$ cat config.mk
export PLATFORM = sky130hd
export DESIGN_NAME = writeback_unit
export DESIGN_NICKNAME = d
export VERILOG_FILES = /design/src/rtl/wb_pkg.sv /design/src/rtl/wb_fifo.sv /design/src/rtl/writeback_unit.sv
export SDC_FILE = /design/constraint.sdc
export NUM_CORES = 1
export LEC_CHECK = 0
export BUFFER_PORTS_ARGS = -buffer_cell sky130_fd_sc_hd__buf_2
export CAP_MARGIN = 20
export CORE_MARGIN = 2
export CORE_UTILIZATION = 50
export CTS_BUF_LIST = sky130_fd_sc_hd__clkbuf_4
export CTS_CLUSTER_DIAMETER = 200
export DETAILED_ROUTE_END_ITERATION = 12
export GPL_TIMING_DRIVEN = 0
export PLACE_DENSITY = 0.71
export RECOVER_POWER = 25
export SYNTH_ARGS = -nofsm -noshare
export SYNTH_HDL_FRONTEND = slang
export SYNTH_SLANG_ARGS = --single-unit
$ cat constraint.sdc
create_clock -name clk -period 8.98 [get_ports clk]
set_input_delay 0.898 -clock clk [delete_from_list [all_inputs] [get_ports clk]]
set_output_delay 0.898 -clock clk [all_outputs]
set_load 0.05 [all_outputs]
$ cat src/rtl/wb_pkg.sv
// Shared types for the writeback slice: buffer depth default, load-size
// encoding, buffered entry layout and the load-extension helper.
// No ports; imported by wb_fifo and writeback_unit.
package wb_pkg;

  localparam int WB_DEPTH_DEF = 4;

  typedef enum logic [1:0] {
    LD_B = 2'd0,
    LD_H = 2'd1,
    LD_W = 2'd2,
    LD_D = 2'd3
  } ld_size_e;

  typedef struct packed {
    logic [4:0]  rd;
    logic        wen;
    logic [63:0] data;
  } wb_entry_t;

  // Narrow loads arrive LSB-aligned; widen to 64 bits here so the buffer
  // only ever holds final register values. Doublewords ignore the unsigned flag.
  function automatic logic [63:0] ld_extend(input logic [63:0] raw,
                                            input ld_size_e    size,
                                            input logic        is_unsigned);
    logic [63:0] r;
    r = raw;
    case (size)
      LD_B:    r = {{56{raw[7]  & ~is_unsigned}}, raw[7:0]};
      LD_H:    r = {{48{raw[15] & ~is_unsigned}}, raw[15:0]};
      LD_W:    r = {{32{raw[31] & ~is_unsigned}}, raw[31:0]};
      default: r = raw;
    endcase
    return r;
  endfunction

endpackage

$ cat src/rtl/wb_fifo.sv
// Result buffer: two enqueue slots per cycle (slot 0 written first), one dequeue.
// Latency: entry visible at head the cycle after it is written.
// Backpressure: none internally; the caller gates writes against DEPTH - count.
// Ports: clk/reset, wr0_en/wr0_entry, wr1_en/wr1_entry (only with wr0_en),
//        rd_en, head (oldest entry), count (registered occupancy).
module wb_fifo
  import wb_pkg::*;
#(
  parameter  int DEPTH = WB_DEPTH_DEF,
  localparam int AW    = $clog2(DEPTH),
  localparam int CW    = AW + 1
) (
  input  logic          clk,
  input  logic          reset,
  input  logic          wr0_en,
  input  wb_entry_t     wr0_entry,
  input  logic          wr1_en,
  input  wb_entry_t     wr1_entry,
  input  logic          rd_en,
  output wb_entry_t     head,
  output logic [CW-1:0] count
);

  wb_entry_t         mem [DEPTH];
  logic [AW-1:0]     wr_ptr;
  logic [AW-1:0]     rd_ptr;

  // Storage is never reset: count/pointers alone define which entries are live.
  always_ff @(posedge clk) begin
    if (wr0_en) mem[wr_ptr] <= wr0_entry;
    if (wr1_en) mem[wr_ptr + AW'(1)] <= wr1_entry;
  end

  // Power-of-two depth lets the pointers wrap by natural overflow.
  always_ff @(posedge clk or posedge reset) begin
    if (reset) begin
      wr_ptr <= '0;
      rd_ptr <= '0;
      count  <= '0;
    end else begin
      wr_ptr <= wr_ptr + AW'(wr0_en) + AW'(wr1_en);
      rd_ptr <= rd_ptr + AW'(rd_en);
      count  <= count + CW'(wr0_en) + CW'(wr1_en) - CW'(rd_en);
    end
  end

  assign head = mem[rd_ptr];

endmodule

$ cat src/rtl/writeback_unit.sv
// Merges ALU and load results into an in-order buffer feeding one regfile write port.
// Latency: result enqueued into an empty buffer is written one cycle later.
// Backpressure: readies come from registered free space only; load has priority.
// Ports: clk/reset; ALU offer (i_alu_*, o_alu_ready); load offer (i_ld_*, o_ld_ready);
//        regfile write (o_wb_write_*); o_wb_empty; o_retire_count.
module writeback_unit
  import wb_pkg::*;
#(
  parameter int WB_DEPTH = WB_DEPTH_DEF
) (
  input  logic        clk,
  input  logic        reset,
  input  logic        i_alu_valid,
  input  logic [4:0]  i_alu_rd,
  input  logic        i_alu_wen,
  input  logic [63:0] i_alu_data,
  output logic        o_alu_ready,
  input  logic        i_ld_valid,
  input  logic [4:0]  i_ld_rd,
  input  logic [63:0] i_ld_data,
  input  logic [1:0]  i_ld_size,
  input  logic        i_ld_unsigned,
  output logic        o_ld_ready,
  output logic        o_wb_write_the_register,
  output logic [4:0]  o_wb_write_reg_num,
  output logic [63:0] o_wb_write_data,
  output logic        o_wb_empty,
  output logic [31:0] o_retire_count
);

  localparam int CW = $clog2(WB_DEPTH) + 1;

  logic [CW-1:0] count;
  logic [CW-1:0] free;
  logic          ld_xfer;
  logic          alu_xfer;
  logic          deq;
  wb_entry_t     ld_entry;
  wb_entry_t     alu_entry;
  wb_entry_t     wr0_entry;
  wb_entry_t     head;

  // A dequeue in the same cycle does not free a slot for this cycle's offers.
  assign free        = CW'(WB_DEPTH) - count;
  assign o_ld_ready  = (free != '0);
  // The load takes the first free slot, so the ALU needs a second one if a load is offered.
  assign o_alu_ready = (free >= CW'(2)) || ((free != '0) && !i_ld_valid);

  assign ld_xfer  = i_ld_valid  && o_ld_ready;
  assign alu_xfer = i_alu_valid && o_alu_ready;
  assign deq      = (count != '0);

  always_comb begin
    ld_entry      = '0;
    ld_entry.rd   = i_ld_rd;
    ld_entry.wen  = 1'b1;
    ld_entry.data = ld_extend(i_ld_data, ld_size_e'(i_ld_size), i_ld_unsigned);

    alu_entry      = '0;
    alu_entry.rd   = i_alu_rd;
    alu_entry.wen  = i_alu_wen;
    alu_entry.data = i_alu_data;

    // Slot 0 is older than slot 1, so a load offered alongside an ALU result retires first.
    wr0_entry = ld_xfer ? ld_entry : alu_entry;
  end

  wb_fifo #(.DEPTH(WB_DEPTH)) u_fifo (
    .clk       (clk),
    .reset     (reset),
    .wr0_en    (ld_xfer | alu_xfer),
    .wr0_entry (wr0_entry),
    .wr1_en    (ld_xfer & alu_xfer),
    .wr1_entry (alu_entry),
    .rd_en     (deq),
    .head      (head),
    .count     (count)
  );

  assign o_wb_empty = (count == '0);

  // x0 is hardwired: such entries still retire but never raise the write strobe.
  always_ff @(posedge clk or posedge reset) begin
    if (reset) begin
      o_wb_write_the_register <= 1'b0;
      o_wb_write_reg_num      <= '0;
      o_wb_write_data         <= '0;
      o_retire_count          <= '0;
    end else if (deq) begin
      o_wb_write_the_register <= head.wen && (head.rd != 5'd0);
      o_wb_write_reg_num      <= head.rd;
      o_wb_write_data         <= head.data;
      o_retire_count          <= o_retire_count + 32'd1;
    end else begin
      o_wb_write_the_register <= 1'b0;
    end
  end

endmodule

==> qor.yml, run 1 <==
crit_path_slowest_cell: "sky130_fd_sc_hd__clkbuf_1"
maximum_number_of_buffers_from_clock_root_to_sink: 3
timing.critical_path.cells: "buf_2, clkinvlp_2, clkbuf_1"
hold-path-cell-count: 2
rsz_0062_raised_after_global_routing: "false"
fin_crit_ns: 5.01
std_cell_rows: 69
total_of_endpoints_with_negative_setup_slack_in_the_final_report: 0
globalRouteOverflowTotal: 0
failed_checks: "capacitance limit, slew limit"
totalNegativeSetupSlack_ns: 0
final.fill_count: 2891
post_synthesis_sequential_area_ratio_pct: 61.9
clk_pin_slew_ns: 0.06
number_of_antenna_violating_nets_in_the_routed_design: 0
synth_area_per_cell_sq_um: 14.4
grt_max_degree: 67
remaining_drcs: 0
clock-root-buffer: "sky130_fd_sc_hd__clkbuf_4"
htreeDepth: 3
tightestPinTransition_ns: 3.74
initial_core_utilization_pct: 50.7
critPathMaxStageDelay_ns: 2.71
initial_antenna_violation_count: 8
grt_pass1_wl_microns: 74700
wl_per_cell_microns: 22.3
worst_slew_margin_rel_pct: -150
worstHoldPathType: "in2reg"
power.ir.vdd_worst_v: 0.000219
postCtsResizedCells: 0
routed_wirelength_microns: 48400
routed_via_density: 5.76
cts_setup_buffers: 0
yosys_warnings: 0
tritoncts_clock_tree: "built"
regToRegEndpoint: "u_fifo.count[2]"
vias: 12500
postSynthRegisterBits: 389
design.final.nets: 1772
design.die.area_sq_um: 37500
number_of_max_slew_violations_in_the_final_report: 112
max_clock_freq_mhz: 199
hold_violations: 0
critPathLaunchType: "primary input"
die-height_microns: 194
crit_type: "in2async"
r2r_start: "u_fifo.count[1]"
first_global_vias: 13300
buffers_on_ports: 250
proportion_of_register_bits_with_asynchronous_set_or_reset_after_synthesis_pct: 28.0
yosysUniqueCellTypes: 53
outcome: "finished, violations left"
placed_cells_incl_taps: 1973
design.core.area_sq_um: 35500
synth_edf_count: 280
mostFrequentLayoutCell: "sky130_fd_sc_hd__edfxtp_1"
drtPass1Iterations: 5
detailedRoute.firstIterationViolations: 929
die-width_microns: 194
clock_sink_count: 389
syn-num-nets: 1409
total_power_divided_by_cell_area_nw_per_um2: 380
worst_r2r_path_depth: 12
timing.critical_path.arrival_ns: 5.01
max_cap_violations: 2
power_leakage_nw: 8.49
synth_ff_type: "sky130_fd_sc_hd__edfxtp_1"
ios: 251
critPathCaptureType: "asynchronous set/reset pin"
synthCells: 1253
clk-insertion-delay-late_ns: 0.78
final_clock_period_utilization_by_the_worst_path_pct: 55.8
critical_path_peak_fanout: 66
hold_path_startpoint: "i_alu_wen"
area_growth_syn_to_layout_pct: 18.5
grtUsageTotal_pct: 26.0
place.gp.congestion: 0.860
postCtsHoldBufs: 0
post-route-util_pct: 60.1
dp.final_hpwl_microns: 31700
layout_common_cells: "sky130_fd_sc_hd__edfxtp_1 (280), sky130_fd_sc_hd__nand2_1 (269), sky130_fd_sc_hd__buf_2 (195), sky130_fd_sc_hd__a2bb2oi_1 (193), sky130_fd_sc_hd__clkbuf_4 (164)"
holdPathEnd: "u_fifo.mem[3][64]"
regToRegSetupSlack_ns: 4.99
worst-endpoint-required_ns: 8.97
skew_ns: 0.0426
final_layout_size_suffix_gt1_share_pct: 29.8
instances_no_fill: 2170
post_synth_instance_area_sq_um: 18000
cts_made_buffers: 102
==> worst max path at each step <==
stage | start | cells past startpoint | endpoint | slack [ns]
global placement | i_ld_valid | 5 | u_fifo.mem[3][52] | 0.73
detailed placement | u_fifo.count[1] | 12 | u_fifo.count[2] | 4.95
finish | reset | 3 | o_wb_write_data[17] | 3.97
floorplan | u_fifo.count[0] | 7 | u_fifo.mem[3][0] | 3.75
CTS | u_fifo.count[1] | 12 | u_fifo.count[2] | 4.91
global route | reset | 3 | o_wb_write_data[17] | 2.90
==> worst max-delay path: cells and delay by family <==
| kind | cells | cell delay [ns] |
|---|---|---|
| buffers and inverters | 3 | 4.01 |
==> layout make-up <==
class                   instances  area, sq um  area share, %
diodes                          5         12.5         0.0587
plain buffers                  90          450           2.11
clock buffers                 164         1230           5.78
clock inverters                28          135          0.634
inverters                      16         61.3          0.288
multi-input cells             758         6370           29.9
flip-flops and latches        389        11100           52.3
well taps                     461          577           2.71
repair buffers                259         1340           6.27
==> per-stage QoR <==
| stage | power [mW] | hold WS [ns] | setup slack, ns | cell area [sq um] |
|---|---|---|---|---|
| floorplan | 5.54 | 0.464 | 3.75 | 18000 |
| global placement | 6.50 | 0.451 | 0.728 | 19800 |
| detailed placement | 6.63 | 0.453 | 4.95 | 20100 |
| CTS | 8.22 | 0.110 | 4.91 | 21400 |
| global route | 8.54 | 0.387 | 2.90 | 21300 |
| finish | 8.10 | 0.430 | 3.97 | 21300 |
==> Yosys cell counts (3+ instances only) <==
cell	count	share of area [%]
sky130_fd_sc_hd__edfxtp_1	280	47
sky130_fd_sc_hd__nand2_1	269	5.6
sky130_fd_sc_hd__a2bb2oi_1	193	9.4
sky130_fd_sc_hd__dfrtp_1	109	15
sky130_fd_sc_hd__mux4_2	70	8.8
sky130_fd_sc_hd__buf_2	39	1.1
sky130_fd_sc_hd__clkbuf_1	33	0.69
sky130_fd_sc_hd__mux2_1	33	2.1
sky130_fd_sc_hd__o22a_1	32	1.6
sky130_fd_sc_hd__mux2_2	20	1.3
sky130_fd_sc_hd__xor2_1	18	0.88
sky130_fd_sc_hd__xnor2_1	17	0.83
sky130_fd_sc_hd__inv_1	14	0.29
sky130_fd_sc_hd__a21o_1	9	0.38
sky130_fd_sc_hd__nor3_1	9	0.25
sky130_fd_sc_hd__buf_1	7	0.15
sky130_fd_sc_hd__ha_1	7	0.49
sky130_fd_sc_hd__and4_1	6	0.29
sky130_fd_sc_hd__buf_6	6	0.38
sky130_fd_sc_hd__nand4_1	6	0.21
sky130_fd_sc_hd__nor2_1	6	0.13
sky130_fd_sc_hd__nor2_2	6	0.21
sky130_fd_sc_hd__buf_4	5	0.21
sky130_fd_sc_hd__nor4_1	5	0.17
sky130_fd_sc_hd__or2_2	5	0.17
sky130_fd_sc_hd__nand3_1	4	0.11
sky130_fd_sc_hd__and2_1	3	0.10
sky130_fd_sc_hd__and3_1	3	0.10
sky130_fd_sc_hd__fa_1	3	0.33
sky130_fd_sc_hd__nor3_2	3	0.17
sky130_fd_sc_hd__nor4b_1	3	0.15
==> flip-flops by register name, summed over array words and instances (netlist names) <==
name / flops
u_fifo.mem: 280
o_wb_write_data: 64
o_retire_count: 32
o_wb_write_reg_num: 5
u_fifo.count: 3
u_fifo.rd_ptr: 2
u_fifo.wr_ptr: 2
o_wb_write_the_register: 1
==> where the power goes <==
part	switching (mW)	internal, mW
sequential	0.232	2.83
clock	0.729	0.854
combinational	2.25	1.20
total	3.21	4.89
==> routing by layer <==
metal	up-vias	global-route usage (%)	share of wire [%]
met2	560	42.1	49
met4	8	9.92	2.0
li1	5635	-	-
met1	6214	33.9	41
met5	-	0	0.095
met3	85	6.66	7.9
==> cell families after synthesis <==
family	after synthesis	synth area share (%)
muxes	123	12.1
AOI/OAI and AO/OA	241	11.6
xor gates and xnor gates	35	1.70
and+or+nand+nor	349	9.01
buffers and inverters	106	2.84
adders and majority gates	10	0.821
DFF	389	61.9
(Power assumes the default switching activity.)
==> run 2: changes to the inputs <==
--- a/config.mk
+++ b/config.mk
@@ -5,6 +5,7 @@
 export SDC_FILE = /design/constraint.sdc
 export NUM_CORES = 1
 export LEC_CHECK = 0
+export ABC_AREA = 1
 export BUFFER_PORTS_ARGS = -buffer_cell sky130_fd_sc_hd__buf_2
 export CAP_MARGIN = 20
 export CORE_MARGIN = 2
@@ -13,7 +14,7 @@
 export CTS_CLUSTER_DIAMETER = 200
 export DETAILED_ROUTE_END_ITERATION = 12
 export GPL_TIMING_DRIVEN = 0
-export PLACE_DENSITY = 0.71
+export PLACE_DENSITY = 0.73
 export RECOVER_POWER = 25
 export SYNTH_ARGS = -nofsm -noshare
 export SYNTH_HDL_FRONTEND = slang
==> constraint.sdc (replaced) <==
create_clock -name clk -period 4.4 [get_ports clk]
set_input_delay 0.44 -clock clk [delete_from_list [all_inputs] [get_ports clk]]
set_output_delay 0.44 -clock clk [all_outputs]
set_load 0.05 [all_outputs]
==> run 2 against run 1 <==
Effect of this change: the flow still finishes with violations (capacitance limit, slew limit); global-route usage is 4.2 points higher; via count is 48% higher; sequential cell count stayed put; critical path depth is 9 higher; non-clock buffer count is 90 higher; hold slack worse by 0.37 ns; design area is 11% higher; area after synthesis is 11% higher; sequential power is 110% higher; clock skew hardly changed.
==> qor.yml, run 2 <==
synth_edf_count: 280
routed_wirelength_microns: 63300
total_power_divided_by_cell_area_nw_per_um2: 740
totalNegativeSetupSlack_ns: 0
yosysUniqueCellTypes: 33
timing.critical_path.arrival_ns: 4.78
remaining_drcs: 0
crit_type: "reg2reg"
globalRouteOverflowTotal: 0
syn-num-nets: 2567
postSynthRegisterBits: 389
power_switching_mw: 7.82
critPathLaunchType: "register"
cts_setup_buffers: 0
design.die.area_sq_um: 41500
fin_crit_ns: 4.05
die-height_microns: 204
max_clock_freq_mhz: 247
hold-path-cell-count: 5
tritoncts_clock_tree: "built"
die-width_microns: 204
final_clock_period_utilization_by_the_worst_path_pct: 92.1
worst-endpoint-required_ns: 5.13
grt_max_degree: 88
p_sw_share_pct: 44.6
area_growth_syn_to_layout_pct: 18.9
grt_pass1_wl_microns: 95600
synth.most_common_cell: "sky130_fd_sc_hd__nand2_1"
layout_common_cells: "sky130_fd_sc_hd__nand2_1 (716), sky130_fd_sc_hd__nor2_1 (396), sky130_fd_sc_hd__o21ai_0 (283), sky130_fd_sc_hd__edfxtp_1 (280), sky130_fd_sc_hd__inv_1 (232)"
hold_violations: 0
drtPass1Iterations: 6
intPower_mw: 9.73
top_register_by_number_of_flip_flops: "u_fifo.mem"
power.share.clock_pct: 19.0
worst_case_hold_slack_ns: 0.0557
initial_antenna_violation_count: 1
number_of_max_slew_violations_in_the_final_report: 88
pre_cts_slack_ns: 0.390
clk-insertion-delay-late_ns: 0.80
setup_ws_ns: 0.348
critPathCaptureType: "register"
postCtsResizedCells: 0
cts_made_buffers: 96
worst_r2r_path_depth: 12
ios: 251
clk_pin_slew_ns: 0.07
maximum_number_of_buffers_from_clock_root_to_sink: 3
first_global_vias: 17700
netlist.area_leader.share_pct: 42.2
std_cell_rows: 73
design.final.nets: 2960
synth_top_cells_by_count: "sky130_fd_sc_hd__nand2_1 (716), sky130_fd_sc_hd__nor2_1 (395), sky130_fd_sc_hd__o21ai_0 (287)"
power_leakage_nw: 10.9
placed_cells_incl_taps: 3197
detailedRoute.firstIterationViolations: 2266
instances_no_fill: 3409
dp.final_hpwl_microns: 43500
final.fill_count: 3483
yosys_warnings: 0
clock-root-buffer: "sky130_fd_sc_hd__clkbuf_4"
wl_per_cell_microns: 18.6
worstHoldPathType: "in2reg"
tightestPinTransition_ns: 2.45
outcome: "finished, violations left"
design.core.area_sq_um: 39500
synthCells: 2411
share_seq_of_total_power_pct: 36.7
grtUsageTotal_pct: 30.2
mostFrequentLayoutCell: "sky130_fd_sc_hd__nand2_1"
final_layout_size_suffix_gt1_share_pct: 14.6
synthDominantAreaCellType: "sky130_fd_sc_hd__edfxtp_1"
skew_ns: 0.0427
number_of_antenna_violating_nets_in_the_routed_design: 0
total_of_endpoints_with_negative_setup_slack_in_the_final_report: 0
synth_ff_type: "sky130_fd_sc_hd__edfxtp_1"
post_synthesis_sequential_area_ratio_pct: 55.8
clock_sink_count: 389
place.gp.congestion: 0.909
share_comb_of_total_power_pct: 44.3
max_cap_violations: 1
critical_path_peak_fanout: 11
vias: 18500
rsz_0062_raised_after_global_routing: "false"
worst_slew_margin_rel_pct: -63.5
power.ir.vdd_worst_v: 0.000370
initial_core_utilization_pct: 50.4
htreeDepth: 3
failed_checks: "capacitance limit, slew limit"
buffers_on_ports: 249
post-route-util_pct: 60.0
proportion_of_register_bits_with_asynchronous_set_or_reset_after_synthesis_pct: 28.0
synth_top_area_cells: "sky130_fd_sc_hd__edfxtp_1 (42%), sky130_fd_sc_hd__dfrtp_1 (14%), sky130_fd_sc_hd__nand2_1 (13%)"
largestRegisters: "u_fifo.mem (280), o_wb_write_data (64), o_retire_count (32)"
routed_via_density: 5.42
synth_area_per_cell_sq_um: 8.27
largest_register_ff_count: 280
post_synth_instance_area_sq_um: 19900
## run 2: cell count changes after synthesis, moves of 18 or more
cell | previous run | this run
sky130_fd_sc_hd__mux2_2 | 20 | 0
sky130_fd_sc_hd__o21ai_0 | 1 | 287
sky130_fd_sc_hd__nor2_1 | 6 | 395
sky130_fd_sc_hd__clkbuf_1 | 33 | 66
sky130_fd_sc_hd__mux2_1 | 33 | 0
sky130_fd_sc_hd__mux4_2 | 70 | 0
sky130_fd_sc_hd__buf_4 | 5 | 23
sky130_fd_sc_hd__nand2_1 | 269 | 716
sky130_fd_sc_hd__a2bb2oi_1 | 193 | 0
sky130_fd_sc_hd__o21ai_1 | 0 | 23
sky130_fd_sc_hd__inv_1 | 14 | 232
sky130_fd_sc_hd__a31oi_1 | 0 | 72
sky130_fd_sc_hd__nand3_1 | 4 | 60
sky130_fd_sc_hd__o22a_1 | 32 | 0
## run 2: metrics by stage
stage | power [mW] | area (sq um)
after detailed placement | 14.3 | 22200
final | 17.5 | 23700
after floorplan | 11.7 | 19900
after global placement | 13.9 | 21900
after CTS | 17.6 | 23900
after global routing | 18.6 | 23700
## run 2: path summary, 6_finish.rpt
| check | startpoint | endpoint | slack, ns |
|---|---|---|---|
| worst min-delay path | i_alu_data[35] | u_fifo.mem[3][35] | 0.06 |
| min in group asynchronous | reset | o_wb_write_data[7] | 0.41 |
| worst min register to register | o_wb_write_reg_num[3] | o_wb_write_reg_num[3] | 0.49 |
| max in group asynchronous | reset | o_wb_write_data[39] | 1.05 |
| worst max register to register | u_fifo.count[1] | u_fifo.count[2] | 0.35 |
| worst max-delay path | u_fifo.count[1] | u_fifo.count[2] | 0.35 |
## run 2: routing by layer
metal / track usage (%) / vias up / part of all wire, %
met4: 14.7 / 0 / 3.9
met5: 0 / - / 0
met2: 47.6 / 1081 / 46
met1: 39.9 / 8578 / 39
met3: 6.07 / 165 / 11
li1: - / 8669 / -
## run 2: kinds of logic after synthesis
family	Yosys count	synth area share, %
buffers and inverters	382	8.10
AO/OA/AOI/OAI	406	10.8
adder cells (fa/ha/maj)	10	0.740
flip-flops	389	55.8
XOR/XNOR	23	1.01
AND/OR/NAND/NOR	1201	23.5
## run 2: layout make-up
type	instances	area (sq um)	share of cell area (%)
Sequential cell	389	11100	47.0
Multi-Input combinational cell	1640	7240	30.5
Timing Repair Buffer	295	1720	7.25
Clock buffer	160	1200	5.06
Inverter	238	895	3.77
Buffer	144	719	3.03
Tap cell	525	657	2.77
Clock inverter	17	149	0.628
Antenna cell	1	2.50	0.0106
## run 2: repair_timing
item | in CTS | in global routing
hold endpoints to repair | 180 | 0
endpoints found under the setup margin | 0 | 0
hold buffers | 34 | 0
## run 2: critical path: stages (launching register included)
cell	delay, ns
sky130_fd_sc_hd__dfrtp_1	0.39
sky130_fd_sc_hd__inv_1	0.10
sky130_fd_sc_hd__ha_1	0.21
sky130_fd_sc_hd__ha_1	0.28
sky130_fd_sc_hd__inv_2	0.25
sky130_fd_sc_hd__clkbuf_1	0.63
sky130_fd_sc_hd__clkbuf_1	0.61
sky130_fd_sc_hd__ha_1	0.25
sky130_fd_sc_hd__inv_1	0.05
sky130_fd_sc_hd__fa_1	0.42
sky130_fd_sc_hd__fa_1	0.41
sky130_fd_sc_hd__xnor2_1	0.20
sky130_fd_sc_hd__xor2_1	0.15
## run 2: power groups by stage
stage | sequential [mW] | clock (mW) | combinational (mW)
6_report | 6.44 | 3.33 | 7.77
5_1_grt | 6.56 | 3.54 | 8.46
2_1_floorplan | 7.77 | 0 | 3.89
3_3_place_gp | 6.73 | 0 | 7.22
4_1_cts | 6.42 | 3.35 | 7.82
3_5_place_dp | 6.49 | 0 | 7.77
==> run 3: changes to the inputs <==
==> constraint.sdc (replaced) <==
create_clock -name clk -period 4.4 [get_ports clk]
set_input_delay 0.66 -clock clk [delete_from_list [all_inputs] [get_ports clk]]
set_output_delay 0.66 -clock clk [all_outputs]
set_load 0.05 [all_outputs]
==> run 3 against run 2 <==
Effect of this change: the run still ends with capacitance limit, slew limit left; sequential cell count stayed put; clock power hardly changed; worst setup slack worse by 0.022 ns; maximum frequency is 0.54% lower; first-iteration DRC count is 2.3% higher; die area stayed put; power is 0.19% lower; largest cell class unchanged; non-clock buffer count is 33 lower; sequential share of layout area is 0.65 points higher; register-to-register slack worse by 0.02 ns; final cell count is 0.97% lower; critical path type unchanged; highest routed layer unchanged; largest power group unchanged; clock-buffer cell count stayed put.
==> qor.yml, run 3 (synthesis gave the netlist of run 2 again) <==
max_clock_freq_mhz: 245
timing.critical_path.cells: "inv_1, ha_1, ha_1, inv_2, clkbuf_1, clkbuf_1, ha_1, inv_1, fa_1, fa_1, xnor2_1, xor2_1"
routed_wirelength_microns: 63000
regToRegEndpoint: "u_fifo.count[2]"
routed_via_density: 5.44
r2r_start: "u_fifo.count[1]"
htreeDepth: 3
largest_register_ff_count: 280
placed_cell_area_sq_um: 22200
critPathLaunchType: "register"
rsz_0062_raised_after_global_routing: "false"
critPathMaxStageDelay_ns: 0.63
worst_slew_margin_rel_pct: -63.5
critPathCaptureType: "register"
die-height_microns: 204
mostFrequentLayoutCell: "sky130_fd_sc_hd__nand2_1"
first_global_vias: 17600
max_cap_violations: 1
final_layout_size_suffix_gt1_share_pct: 15.0
hold_violations: 0
clk-insertion-delay-late_ns: 0.81
worstSetupStartpoint: "u_fifo.count[1]"
critPathMostFrequentCell: "sky130_fd_sc_hd__ha_1"
design.die.area_sq_um: 41500
drtPass1Iterations: 5
ios: 251
fin_crit_ns: 4.07
finish.instance_area_sq_um: 23400
tightestPinTransition_ns: 2.45
design.final.nets: 2927
dp.final_hpwl_microns: 43500
total_power_divided_by_cell_area_nw_per_um2: 749
grt_pass1_wl_microns: 95100
buffers_on_ports: 249
tritoncts_clock_tree: "built"
design.core.area_sq_um: 39500
remaining_drcs: 0
worst-endpoint-required_ns: 5.12
die-width_microns: 204
clock_sink_count: 389
skew_ns: 0.0407
grt_max_degree: 88
failed_checks: "capacitance limit, slew limit"
timing.critical_path.arrival_ns: 4.80
total_of_endpoints_with_negative_setup_slack_in_the_final_report: 0
area_growth_syn_to_layout_pct: 17.3
power.ir.vdd_worst_v: 0.000368
worst_r2r_path_depth: 12
clock-root-buffer: "sky130_fd_sc_hd__clkbuf_4"
top_register_by_number_of_flip_flops: "u_fifo.mem"
worstHoldPathType: "in2reg"
cts_setup_buffers: 0
power_leakage_nw: 10.8
clk_pin_slew_ns: 0.08
initial_antenna_violation_count: 1
pre_cts_slack_ns: 0.390
wl_per_cell_microns: 18.7
number_of_max_slew_violations_in_the_final_report: 88
critical_path_peak_fanout: 11
detailedRoute.firstIterationViolations: 2317
std_cell_rows: 73
layout_common_cells: "sky130_fd_sc_hd__nand2_1 (716), sky130_fd_sc_hd__nor2_1 (396), sky130_fd_sc_hd__o21ai_0 (283), sky130_fd_sc_hd__edfxtp_1 (280), sky130_fd_sc_hd__inv_1 (232)"
initial_core_utilization_pct: 50.4
regToRegSetupSlack_ns: 0.33
worstSetupEndpoint: "u_fifo.count[2]"
vias: 18400
crit_path_slowest_cell: "sky130_fd_sc_hd__clkbuf_1"
final_clock_period_utilization_by_the_worst_path_pct: 92.6
maximum_number_of_buffers_from_clock_root_to_sink: 3
cts_made_buffers: 96
setup_ws_ns: 0.326
largestRegisters: "u_fifo.mem (280), o_wb_write_data (64), o_retire_count (32)"
totalNegativeSetupSlack_ns: 0
grtUsageTotal_pct: 30.1
number_of_antenna_violating_nets_in_the_routed_design: 0
globalRouteOverflowTotal: 0
place.gp.congestion: 0.909
outcome: "finished, violations left"
crit_type: "reg2reg"
run 3: changes by cell type in the layout (fill, tap and decap cells not counted), sizes merged:
| cell | change |
|---|---|
| buf | +6 |
| clkbuf | -6 |
| dlygate4sd3 | -33 |
run 3: what timing repair did:
| item | CTS | global route |
|---|---|---|
| endpoints found under the hold margin | 22 | 0 |
| hold buffers | 1 | 0 |
| gates resized for setup | 0 | 0 |
run 3: metal layers:
metal  share of wire (%)  global-route usage, %  up-vias
met5                   0                      0        -
met4                 4.0                   14.7        0
li1                    -                      -     8604
met1                  38                   39.8     8489
met3                  12                   6.17      171
met2                  46                   47.3     1098
run 3: worst min path at each step:
stage | startpoint | end | slack [ns] | cells past startpoint
after global routing | i_alu_data[28] | u_fifo.mem[1][28] | 0.20 | 3
after detailed placement | o_wb_write_reg_num[3] | o_wb_write_reg_num[3] | 0.47 | 2
after floorplan | u_fifo.rd_ptr[0] | u_fifo.rd_ptr[0] | 0.46 | 1
final | i_alu_data[22] | u_fifo.mem[2][22] | 0.22 | 3
after CTS | i_alu_wen | u_fifo.mem[3][64] | 0.16 | 3
after global placement | o_wb_write_reg_num[3] | o_wb_write_reg_num[3] | 0.47 | 2
run 3: final cells by class:
class | count | area, sq um
Clock buffer | 160 | 1200
Clock inverter | 17 | 149
Fill cell | 3515 | 16200
Inverter | 238 | 895
Multi-Input combinational cell | 1640 | 7240
Antenna cell | 1 | 2.50
Sequential cell | 389 | 11100
Tap cell | 525 | 657
Buffer | 144 | 719
Timing Repair Buffer | 262 | 1400
run 3: worst max-delay path: cells and delay by family (launching register included):
family	cells	cell delay [ns]
flip-flops	1	0.39
buffers and inverters	5	1.66
adder cells (fa/ha/maj)	5	1.58
XOR/XNOR	2	0.36
run 3: power breakdown:
part | switching, mW | total (mW) | internal [mW]
clock | 1.52 | 3.32 | 1.81
combinational | 5.72 | 7.75 | 2.02
sequential | 0.562 | 6.44 | 5.88
total | 7.80 | 17.5 | 9.71
run 3: stage by stage:
step / cells / hold slack (ns) / util, % / power (mW)
after floorplan: 2411 / 0.461 / - / 11.7
after global placement: 3185 / 0.469 / 55.3 / 13.9
after detailed placement: 3197 / 0.473 / 56.1 / 14.3
after CTS: 3375 / 0.159 / 59.5 / 17.6
after global routing: 3376 / 0.200 / 59.2 / 18.5
final: 3376 / 0.216 / 59.2 / 17.5
